$ cat config.mk
export PLATFORM = sky130hd
export DESIGN_NAME = cpu16_core_param
export DESIGN_NICKNAME = d
export VERILOG_FILES = /design/src/rtl/cpu16_core_param.sv
export SDC_FILE = /design/constraint.sdc
export NUM_CORES = 1
export LEC_CHECK = 0
export BUFFER_PORTS_ARGS = -buffer_cell sky130_fd_sc_hd__buf_2
export CAP_MARGIN = 10
export CORE_AREA = 2 2 188 190
export CTS_BUF_LIST = sky130_fd_sc_hd__clkbuf_16
export CTS_CLUSTER_DIAMETER = 50
export DETAILED_ROUTE_END_ITERATION = 12
export DIE_AREA = 0 0 190 192
export HOLD_SLACK_MARGIN = 0.12
export PLACE_DENSITY = 0.62
export SYNTH_ARGS = -nofsm -noshare
export SYNTH_HDL_FRONTEND = slang
export SYNTH_SLANG_ARGS = --single-unit
$ cat constraint.sdc
create_clock -name clock -period 8.6 [get_ports clock]
set_input_delay 0.86 -clock clock [delete_from_list [all_inputs] [get_ports clock]]
set_output_delay 0.86 -clock clock [all_outputs]
set_load 0.05 [all_outputs]
$ cat src/rtl/cpu16_core_param.sv
// cpu16_core_param
//   Parametrised multicycle accumulator CPU. Instructions are fetched over a
//   req/ack instruction port. Data loads and stores go over a separate req/ack
//   data port. The core also has a hardware return-address stack and a
//   latched output port.
//
// Ports
//   clock        in   1       system clock, rising edge
//   reset        in   1       asynchronous, active-high
//   imem_req     out  1       instruction fetch request, held until imem_ack
//   imem_addr    out  ADDR_W  fetch address (= pc)
//   imem_ack     in   1       fetch data valid this cycle
//   imem_rdata   in   DATA_W  instruction word
//   dmem_req     out  1       data access request, held until dmem_ack
//   dmem_we      out  1       1 = write, 0 = read
//   dmem_addr    out  ADDR_W  data address (instruction address field)
//   dmem_wdata   out  DATA_W  store data (selected register)
//   dmem_ack     in   1       access complete / read data valid this cycle
//   dmem_rdata   in   DATA_W  read data
//   io_in        in   DATA_W  input port, sampled by IN
//   io_out       out  DATA_W  output latch, written by OUT
//   io_out_valid out  1       one-cycle pulse when io_out updates
//   pc           out  ADDR_W  program counter
//   halted       out  1       core executed HALT
//   fault        out  1       return-stack overflow/underflow trap
module cpu16_core_param #(
    parameter int DATA_W      = 16,
    parameter int ADDR_W      = 8,
    parameter int NREG        = 4,
    parameter int STACK_DEPTH = 8
) (
    input  logic              clock,
    input  logic              reset,
    output logic              imem_req,
    output logic [ADDR_W-1:0] imem_addr,
    input  logic              imem_ack,
    input  logic [DATA_W-1:0] imem_rdata,
    output logic              dmem_req,
    output logic              dmem_we,
    output logic [ADDR_W-1:0] dmem_addr,
    output logic [DATA_W-1:0] dmem_wdata,
    input  logic              dmem_ack,
    input  logic [DATA_W-1:0] dmem_rdata,
    input  logic [DATA_W-1:0] io_in,
    output logic [DATA_W-1:0] io_out,
    output logic              io_out_valid,
    output logic [ADDR_W-1:0] pc,
    output logic              halted,
    output logic              fault
);

    localparam int RSEL_W = (NREG > 1) ? $clog2(NREG) : 1;
    localparam int SIDX_W = (STACK_DEPTH > 1) ? $clog2(STACK_DEPTH) : 1;
    localparam int SP_W   = SIDX_W + 1;
    localparam logic [SP_W-1:0] SP_FULL = SP_W'(STACK_DEPTH);

    localparam logic [5:0] OP_ADD   = 6'd0;
    localparam logic [5:0] OP_STORE = 6'd1;
    localparam logic [5:0] OP_LOAD  = 6'd2;
    localparam logic [5:0] OP_JUMP  = 6'd3;
    localparam logic [5:0] OP_JNEG  = 6'd4;
    localparam logic [5:0] OP_SUB   = 6'd5;
    localparam logic [5:0] OP_XOR   = 6'd6;
    localparam logic [5:0] OP_OR    = 6'd7;
    localparam logic [5:0] OP_AND   = 6'd8;
    localparam logic [5:0] OP_JPOS  = 6'd9;
    localparam logic [5:0] OP_JZERO = 6'd10;
    localparam logic [5:0] OP_ADDI  = 6'd11;
    localparam logic [5:0] OP_SHL   = 6'd12;
    localparam logic [5:0] OP_SHR   = 6'd13;
    localparam logic [5:0] OP_IN    = 6'd14;
    localparam logic [5:0] OP_OUT   = 6'd15;
    localparam logic [5:0] OP_CALL  = 6'd16;
    localparam logic [5:0] OP_RET   = 6'd17;
    localparam logic [5:0] OP_HALT  = 6'd63;

    typedef enum logic [2:0] {
        S_FETCH, S_DECODE, S_DREAD, S_DWRITE, S_HALT, S_FAULT
    } state_t;

    state_t              state_q, state_d;
    logic [ADDR_W-1:0]   pc_q, pc_d;
    logic [DATA_W-1:0]   ir_q, ir_d;
    logic [SP_W-1:0]     sp_q, sp_d, sp_m1;
    logic [DATA_W-1:0]   io_out_q, io_out_d;
    logic                io_out_valid_q, io_out_valid_d;
    logic                halted_q, halted_d;
    logic                fault_q, fault_d;
    logic [DATA_W-1:0]   regs_q [NREG];
    logic [ADDR_W-1:0]   stack_q [STACK_DEPTH];

    logic                reg_we;
    logic [DATA_W-1:0]   reg_wdata;
    logic                push_en;

    logic [5:0]          op;
    logic [RSEL_W-1:0]   rs;
    logic [ADDR_W-1:0]   a;
    logic [DATA_W-1:0]   rval;

    assign op    = ir_q[DATA_W-1 -: 6];
    assign rs    = ir_q[ADDR_W+RSEL_W-1:ADDR_W];
    assign a     = ir_q[ADDR_W-1:0];
    assign rval  = regs_q[rs];
    assign sp_m1 = sp_q - 1'b1;

    // Memory-operand ALU; anything that is not a two-operand op is LOAD.
    function automatic logic [DATA_W-1:0] alu(input logic [5:0]        f,
                                              input logic [DATA_W-1:0] x,
                                              input logic [DATA_W-1:0] y);
        case (f)
            OP_ADD:  return x + y;
            OP_SUB:  return x - y;
            OP_XOR:  return x ^ y;
            OP_OR:   return x | y;
            OP_AND:  return x & y;
            default: return y;
        endcase
    endfunction

    // State register
    always_ff @(posedge clock or posedge reset) begin
        if (reset) state_q <= S_FETCH;
        else       state_q <= state_d;
    end

    // Next-state logic
    always_comb begin
        state_d = state_q;
        case (state_q)
            S_FETCH:  if (imem_ack) state_d = S_DECODE;
            S_DECODE: begin
                case (op)
                    OP_ADD, OP_SUB, OP_XOR, OP_OR, OP_AND, OP_LOAD: state_d = S_DREAD;
                    OP_STORE: state_d = S_DWRITE;
                    OP_CALL:  state_d = (sp_q == SP_FULL) ? S_FAULT : S_FETCH;
                    OP_RET:   state_d = (sp_q == '0) ? S_FAULT : S_FETCH;
                    OP_HALT:  state_d = S_HALT;
                    default:  state_d = S_FETCH;
                endcase
            end
            S_DREAD:  if (dmem_ack) state_d = S_FETCH;
            S_DWRITE: if (dmem_ack) state_d = S_FETCH;
            default:  state_d = state_q;
        endcase
    end

    // Datapath next-state: single register write port, stack push/pop
    always_comb begin
        pc_d           = pc_q;
        ir_d           = ir_q;
        sp_d           = sp_q;
        push_en        = 1'b0;
        reg_we         = 1'b0;
        reg_wdata      = rval;
        io_out_d       = io_out_q;
        io_out_valid_d = 1'b0;
        halted_d       = halted_q;
        fault_d        = fault_q;
        case (state_q)
            S_FETCH: begin
                if (imem_ack) begin
                    ir_d = imem_rdata;
                    pc_d = pc_q + 1'b1;
                end
            end
            S_DECODE: begin
                case (op)
                    OP_JUMP:  pc_d = a;
                    OP_JNEG:  if (rval[DATA_W-1]) pc_d = a;
                    OP_JZERO: if (rval == '0) pc_d = a;
                    OP_JPOS:  if (!rval[DATA_W-1] && (rval != '0)) pc_d = a;
                    OP_ADDI: begin
                        reg_we    = 1'b1;
                        reg_wdata = rval + DATA_W'(a);
                    end
                    OP_SHL: begin
                        reg_we    = 1'b1;
                        reg_wdata = rval << a[3:0];
                    end
                    OP_SHR: begin
                        reg_we    = 1'b1;
                        reg_wdata = rval >> a[3:0];
                    end
                    OP_IN: begin
                        reg_we    = 1'b1;
                        reg_wdata = io_in;
                    end
                    OP_OUT: begin
                        io_out_d       = rval;
                        io_out_valid_d = 1'b1;
                    end
                    OP_CALL: begin
                        // pc already points past the CALL, so it is the return address
                        if (sp_q == SP_FULL) begin
                            fault_d = 1'b1;
                        end else begin
                            push_en = 1'b1;
                            sp_d    = sp_q + 1'b1;
                            pc_d    = a;
                        end
                    end
                    OP_RET: begin
                        if (sp_q == '0) begin
                            fault_d = 1'b1;
                        end else begin
                            sp_d = sp_m1;
                            pc_d = stack_q[sp_m1[SIDX_W-1:0]];
                        end
                    end
                    OP_HALT:  halted_d = 1'b1;
                    default:  ;
                endcase
            end
            S_DREAD: begin
                if (dmem_ack) begin
                    reg_we    = 1'b1;
                    reg_wdata = alu(op, rval, dmem_rdata);
                end
            end
            default: ;
        endcase
    end

    always_ff @(posedge clock or posedge reset) begin
        if (reset) begin
            pc_q           <= '0;
            ir_q           <= '0;
            sp_q           <= '0;
            io_out_q       <= '0;
            io_out_valid_q <= 1'b0;
            halted_q       <= 1'b0;
            fault_q        <= 1'b0;
            for (int i = 0; i < NREG; i++) regs_q[i] <= '0;
        end else begin
            pc_q           <= pc_d;
            ir_q           <= ir_d;
            sp_q           <= sp_d;
            io_out_q       <= io_out_d;
            io_out_valid_q <= io_out_valid_d;
            halted_q       <= halted_d;
            fault_q        <= fault_d;
            if (reg_we) regs_q[rs] <= reg_wdata;
        end
    end

    // Stack contents are only meaningful below sp, so they need no reset.
    always_ff @(posedge clock) begin
        if (push_en) stack_q[sp_q[SIDX_W-1:0]] <= pc_q;
    end

    // Outputs; requests are gated by reset so they drop the moment reset rises.
    always_comb begin
        imem_req   = (state_q == S_FETCH) && !reset;
        imem_addr  = pc_q;
        dmem_req   = ((state_q == S_DREAD) || (state_q == S_DWRITE)) && !reset;
        dmem_we    = (state_q == S_DWRITE) && !reset;
        dmem_addr  = a;
        dmem_wdata = rval;
    end

    assign io_out       = io_out_q;
    assign io_out_valid = io_out_valid_q;
    assign pc           = pc_q;
    assign halted       = halted_q;
    assign fault        = fault_q;

endmodule

==> flow_summary.html <==
<table>
<tr><th>Metric</th><th>Value</th></tr>
<tr><th colspan="2">GRT</th></tr>
<tr><td>Met2 usage in global routing</td><td>0.398</td></tr>
<tr><td>Global-route wire length before repair</td><td>72200 um</td></tr>
<tr><td>Met3 Usage GRT</td><td>0.0667</td></tr>
<tr><td>Overall Global Routing Usage</td><td>0.265</td></tr>
<tr><td>Pin count of the biggest net entering global routing</td><td>61</td></tr>
<tr><td>Layer with the highest usage after global routing</td><td>met2</td></tr>
<tr><td>Total global routing overflow</td><td>0</td></tr>
<tr><td>Vias in the first global route</td><td>11517</td></tr>
<tr><td>Initial antenna violation count</td><td>2</td></tr>
<tr><td>Met1 GRT Util</td><td>0.365</td></tr>
<tr><th colspan="2">Min path</th></tr>
<tr><td>Hold Path End</td><td>io_out[14]$_DFFE_PP0P_</td></tr>
<tr><td>WHS Path Cells</td><td>2</td></tr>
<tr><td>Class of the most critical hold timing path</td><td>register to register</td></tr>
<tr><td>Min-delay src</td><td>io_out[14]$_DFFE_PP0P_</td></tr>
<tr><th colspan="2">Synthesis</th></tr>
<tr><td>Sequential area share after synthesis</td><td>0.352</td></tr>
<tr><td>Proportion of register bits with asynchronous set or reset after synthesis</td><td>0.640</td></tr>
<tr><td>Gate count of the mapped netlist</td><td>1362</td></tr>
<tr><td>Nets in the synthesized netlist</td><td>1477</td></tr>
<tr><td>Simple-gate portion of the synthesized area</td><td>0.135</td></tr>
<tr><td>Xor-xnor portion of the synthesized cell area</td><td>0.0239</td></tr>
<tr><td>Multiplexer fraction of the synthesized cell area</td><td>0.177</td></tr>
<tr><td>Number of different library cells in the post-synthesis netlist</td><td>83</td></tr>
<tr><td>Post-synthesis adder-cell area fraction</td><td>0.0592</td></tr>
<tr><td>Post-synth top cells</td><td>sky130_fd_sc_hd__nand2_1 (134), sky130_fd_sc_hd__o21ai_0 (119), sky130_fd_sc_hd__dfrtp_1 (114)</td></tr>
<tr><td>Netlist area before placement</td><td>13600 sq um</td></tr>
<tr><td>Mean Syn Cell Area</td><td>9.96 sq um</td></tr>
<tr><td>Number of warnings issued by yosys</td><td>0</td></tr>
<tr><td>Dominant combinational cell family by area after synthesis</td><td>compound AO/OA/AOI/OAI gates</td></tr>
<tr><td>Synth Register Bits</td><td>178</td></tr>
<tr><td>Leading cell types by total area after synthesis</td><td>sky130_fd_sc_hd__dfrtp_1 (21%), sky130_fd_sc_hd__edfxtp_1 (14%), sky130_fd_sc_hd__mux4_2 (10%)</td></tr>
<tr><td>Area share of the largest cell type after synthesis</td><td>0.210</td></tr>
<tr><td>Post-synthesis cell type with the largest combined area</td><td>sky130_fd_sc_hd__dfrtp_1</td></tr>
<tr><td>Most repeated cell in the gate-level netlist after synthesis</td><td>sky130_fd_sc_hd__nand2_1</td></tr>
<tr><td>Number of flops mapped to enable cells by yosys</td><td>64</td></tr>
<tr><td>Flip-flop cell with the highest count after synthesis</td><td>sky130_fd_sc_hd__dfrtp_1</td></tr>
<tr><td>Synthesized-area fraction occupied by ao, oa, aoi and oai cells</td><td>0.196</td></tr>
<tr><th colspan="2">Drt</th></tr>
<tr><td>Overall routed net length</td><td>47600 um</td></tr>
<tr><td>Number of DRC markers after the initial detailed-route iteration</td><td>1568</td></tr>
<tr><td>Number of nets with antenna violations after routing</td><td>0</td></tr>
<tr><td>DRC violation count after routing</td><td>0</td></tr>
<tr><td>Routed vias/inst</td><td>6.43</td></tr>
<tr><td>First-pass detailed-route iteration total</td><td>6</td></tr>
<tr><td>Via count</td><td>12077</td></tr>
<tr><td>Average routed wire per standard cell</td><td>25.3 um</td></tr>
<tr><th colspan="2">Power</th></tr>
<tr><td>Tot Pwr</td><td>0.00626 W</td></tr>
<tr><td>Leakage power of the design</td><td>5.95 nW</td></tr>
<tr><td>Areal power density over the cells</td><td>420 nW/um^2</td></tr>
<tr><td>Peak VDD IR</td><td>0.187 mV</td></tr>
<tr><th colspan="2">Run status</th></tr>
<tr><td>Outcome</td><td>completed</td></tr>
<tr><th colspan="2">Floorplanning</th></tr>
<tr><td>Die Ht</td><td>192 um</td></tr>
<tr><td>Core area</td><td>34300 sq um</td></tr>
<tr><td>Io pins</td><td>114</td></tr>
<tr><td>Starting Density</td><td>0.396</td></tr>
<tr><td>Area of the die</td><td>36500 sq um</td></tr>
<tr><td>Standard-cell row count</td><td>68</td></tr>
<tr><td>Width of the die</td><td>190 um</td></tr>
<tr><th colspan="2">Placement</th></tr>
<tr><td>Instance count after placement with tap cells included</td><td>1845</td></tr>
<tr><td>DPL Wire Length</td><td>34900 um</td></tr>
<tr><td>Placed standard-cell area</td><td>14300 sq um</td></tr>
<tr><td>Routability-driven placement congestion ratio</td><td>0.999</td></tr>
<tr><td>Number of buffer cells added on primary ports</td><td>113</td></tr>
<tr><td>Post-Place Setup Slack</td><td>3.41 ns</td></tr>
<tr><th colspan="2">Timing</th></tr>
<tr><td>Max_slew headroom</td><td>0.155</td></tr>
<tr><td>Slew at the pin closest to its max-slew limit</td><td>1.26 ns</td></tr>
<tr><td>Count of final max-slew check failures</td><td>0</td></tr>
<tr><td>Worst Skew</td><td>0.0145 ns</td></tr>
<tr><td>Crit path time final</td><td>5.32 ns</td></tr>
<tr><td>Final setup violation count</td><td>0</td></tr>
<tr><td>Final hold vios</td><td>0</td></tr>
<tr><td>Final worst-path cycle share</td><td>0.619</td></tr>
<tr><td>Highest clock frequency the design can meet</td><td>188 MHz</td></tr>
<tr><td>Unrepaired setup endpoints after global routing</td><td>false</td></tr>
<tr><td>Accumulated negative setup slack</td><td>0 ns</td></tr>
<tr><td>Final critical-path setup slack</td><td>3.28 ns</td></tr>
<tr><th colspan="2">CTS</th></tr>
<tr><td>CTS tree</td><td>yes</td></tr>
<tr><td>Clock buffer depth</td><td>2</td></tr>
<tr><td>Clock net sink count</td><td>178</td></tr>
<tr><td>Clock latency reported for the late side of the worst-skew pair</td><td>0.46 ns</td></tr>
<tr><td>Number of instances resized during post-cts repair</td><td>0</td></tr>
<tr><td>Clk slew on worst S/H paths</td><td>0.08 ns</td></tr>
<tr><td>Root Driver</td><td>sky130_fd_sc_hd__clkbuf_16</td></tr>
<tr><td>Number of buffers created by CTS</td><td>17</td></tr>
<tr><td>Total setup buffers inserted after CTS</td><td>0</td></tr>
<tr><td>Cts-stage hold buffer count</td><td>0</td></tr>
<tr><td>H-tree lvl count</td><td>4</td></tr>
<tr><th colspan="2">Layout</th></tr>
<tr><td>Number of nets in the layout</td><td>1524</td></tr>
<tr><td>Number of filler cells placed in the layout</td><td>3305</td></tr>
<tr><td>Final Instance Count excl. Fillers</td><td>1879</td></tr>
<tr><td>Signed area change from the synthesized netlist to the final layout</td><td>9.94%</td></tr>
<tr><td>Area taken by flip-flops and latches</td><td>4780 sq um</td></tr>
<tr><td>Share of layout cells above drive strength 1</td><td>0.195</td></tr>
<tr><td>Area of all placed cells without fillers</td><td>14900 sq um</td></tr>
<tr><td>Multi-input gate area</td><td>8040 sq um</td></tr>
<tr><th colspan="2">Setup path</th></tr>
<tr><td>Worst setup SP type</td><td>register</td></tr>
<tr><td>R2R depth</td><td>12</td></tr>
<tr><td>CP Max Fanout</td><td>19</td></tr>
<tr><td>R2R Setup Slk</td><td>3.28 ns</td></tr>
<tr><td>Endpoint of the lowest-slack register-to-register path</td><td>regs_q[27]$_DFFE_PP0P_</td></tr>
<tr><td>Kind of capture point of the worst setup path</td><td>register</td></tr>
<tr><td>Critical path arrival</td><td>5.66 ns</td></tr>
<tr><td>FF-to-FF Start</td><td>ir_q[12]$_DFFE_PP0P_</td></tr>
<tr><td>CP Class</td><td>register to register</td></tr>
<tr><td>Critical path data required time</td><td>8.94 ns</td></tr>
<tr><th colspan="2">Run</th></tr>
<tr><td>Number of max-cap violations</td><td>0</td></tr>
</table>
[state kept, by name, indices dropped and copies added, names as in the netlist]
name          count
fault             1
halted            1
imem_addr         8
io_out           16
io_out_valid      1
ir_q             16
regs_q           64
sp_q              4
stack_q          64
state_q           3
[worst max-delay path: stages, from the launching register on]
cell and delay [ns]:
sky130_fd_sc_hd__dfrtp_1 0.68, sky130_fd_sc_hd__or4b_2 0.70, sky130_fd_sc_hd__nor2_1 0.57, sky130_fd_sc_hd__a21oi_1 0.11, sky130_fd_sc_hd__xnor2_1 0.17, sky130_fd_sc_hd__ha_1 0.34
sky130_fd_sc_hd__a21o_1 0.21, sky130_fd_sc_hd__a211oi_1 0.55, sky130_fd_sc_hd__nand3_1 0.25, sky130_fd_sc_hd__a221o_1 0.38, sky130_fd_sc_hd__o311ai_0 0.62, sky130_fd_sc_hd__a222oi_1 0.32
sky130_fd_sc_hd__o31ai_1 0.29
[power by group]
| group | total [W] | switching, W | internal (W) |
|---|---|---|---|
| clock | 0.000808 | 0.000410 | 0.000398 |
| sequential | 0.00152 | 0.000390 | 0.00113 |
| combinational | 0.00393 | 0.00257 | 0.00137 |
[metal layers]
metal / up-vias / routed length (um)
li1: 5311 / -
met1: 6002 / 20300
met2: 658 / 21100
met3: 106 / 4570
met4: 0 / 1620
met5: - / 0
[stage by stage]
stage / util / hold slack [ns]
5_1_grt: 0.435 / 0.508
3_3_place_gp: 0.417 / 0.457
2_1_floorplan: - / 0.457
6_report: 0.435 / 0.478
3_5_place_dp: 0.417 / 0.465
4_1_cts: 0.435 / 0.483
[worst max path at each step]
stage / depth (start not counted) / to / slack, ns / startpoint
finish: 12 / regs_q[27]$_DFFE_PP0P_ / 3.28 / ir_q[12]$_DFFE_PP0P_
global route: 12 / regs_q[43]$_DFFE_PP0P_ / 2.91 / ir_q[12]$_DFFE_PP0P_
CTS: 12 / regs_q[27]$_DFFE_PP0P_ / 3.40 / ir_q[12]$_DFFE_PP0P_
detailed placement: 12 / regs_q[43]$_DFFE_PP0P_ / 3.41 / ir_q[12]$_DFFE_PP0P_
global placement: 12 / regs_q[27]$_DFFE_PP0P_ / 3.55 / ir_q[12]$_DFFE_PP0P_
floorplan: 13 / regs_q[27]$_DFFE_PP0P_ / 4.43 / ir_q[13]$_DFFE_PP0P_
[layout make-up]
type                            count  area share
Multi-Input combinational cell   1031       0.539
Tap cell                          455      0.0382
Inverter                           47      0.0120
Antenna cell                        2    0.000336
Sequential cell                   178       0.320
Clock inverter                     15      0.0128
Timing Repair Buffer              134      0.0485
Clock buffer                       17      0.0285
[cells in the final DEF, fill, tap and decap left out, types with 8 or more instances in the layout]
master	n
sky130_fd_sc_hd__inv_1	43
sky130_fd_sc_hd__a21o_1	15
sky130_fd_sc_hd__mux2_2	24
sky130_fd_sc_hd__clkbuf_16	17
sky130_fd_sc_hd__buf_2	113
sky130_fd_sc_hd__ha_1	61
sky130_fd_sc_hd__xor2_1	8
sky130_fd_sc_hd__a211oi_1	17
sky130_fd_sc_hd__a21oi_1	69
sky130_fd_sc_hd__mux2i_1	45
sky130_fd_sc_hd__nand2b_1	10
sky130_fd_sc_hd__dfrtp_1	111
sky130_fd_sc_hd__mux4_2	63
sky130_fd_sc_hd__and2_1	17
sky130_fd_sc_hd__o31ai_1	15
sky130_fd_sc_hd__a221oi_1	13
sky130_fd_sc_hd__nand3_1	30
sky130_fd_sc_hd__nand2_1	134
sky130_fd_sc_hd__buf_4	21
sky130_fd_sc_hd__a22oi_1	25
sky130_fd_sc_hd__mux4_1	10
sky130_fd_sc_hd__nor4_1	13
sky130_fd_sc_hd__nor2_1	80
sky130_fd_sc_hd__nor3_1	25
sky130_fd_sc_hd__o21ai_0	118
sky130_fd_sc_hd__a31oi_1	39
sky130_fd_sc_hd__xnor2_1	29
sky130_fd_sc_hd__nand4_1	10
sky130_fd_sc_hd__o211ai_1	22
sky130_fd_sc_hd__edfxtp_1	64
[cell families (layout without fill, tap and decap cells)]
group                    count (synthesis)  after routing
XOR/XNOR                                37             37
flip-flops                             178            178
multiplexers                           142            142
adder cells (fa/ha/maj)                 63             63
buffers and inverters                  153            213
other                                    0              2
AO/OA/AOI/OAI                          411            411
AND/OR/NAND/NOR                        378            378
Power figures use the tool's default switching activity.
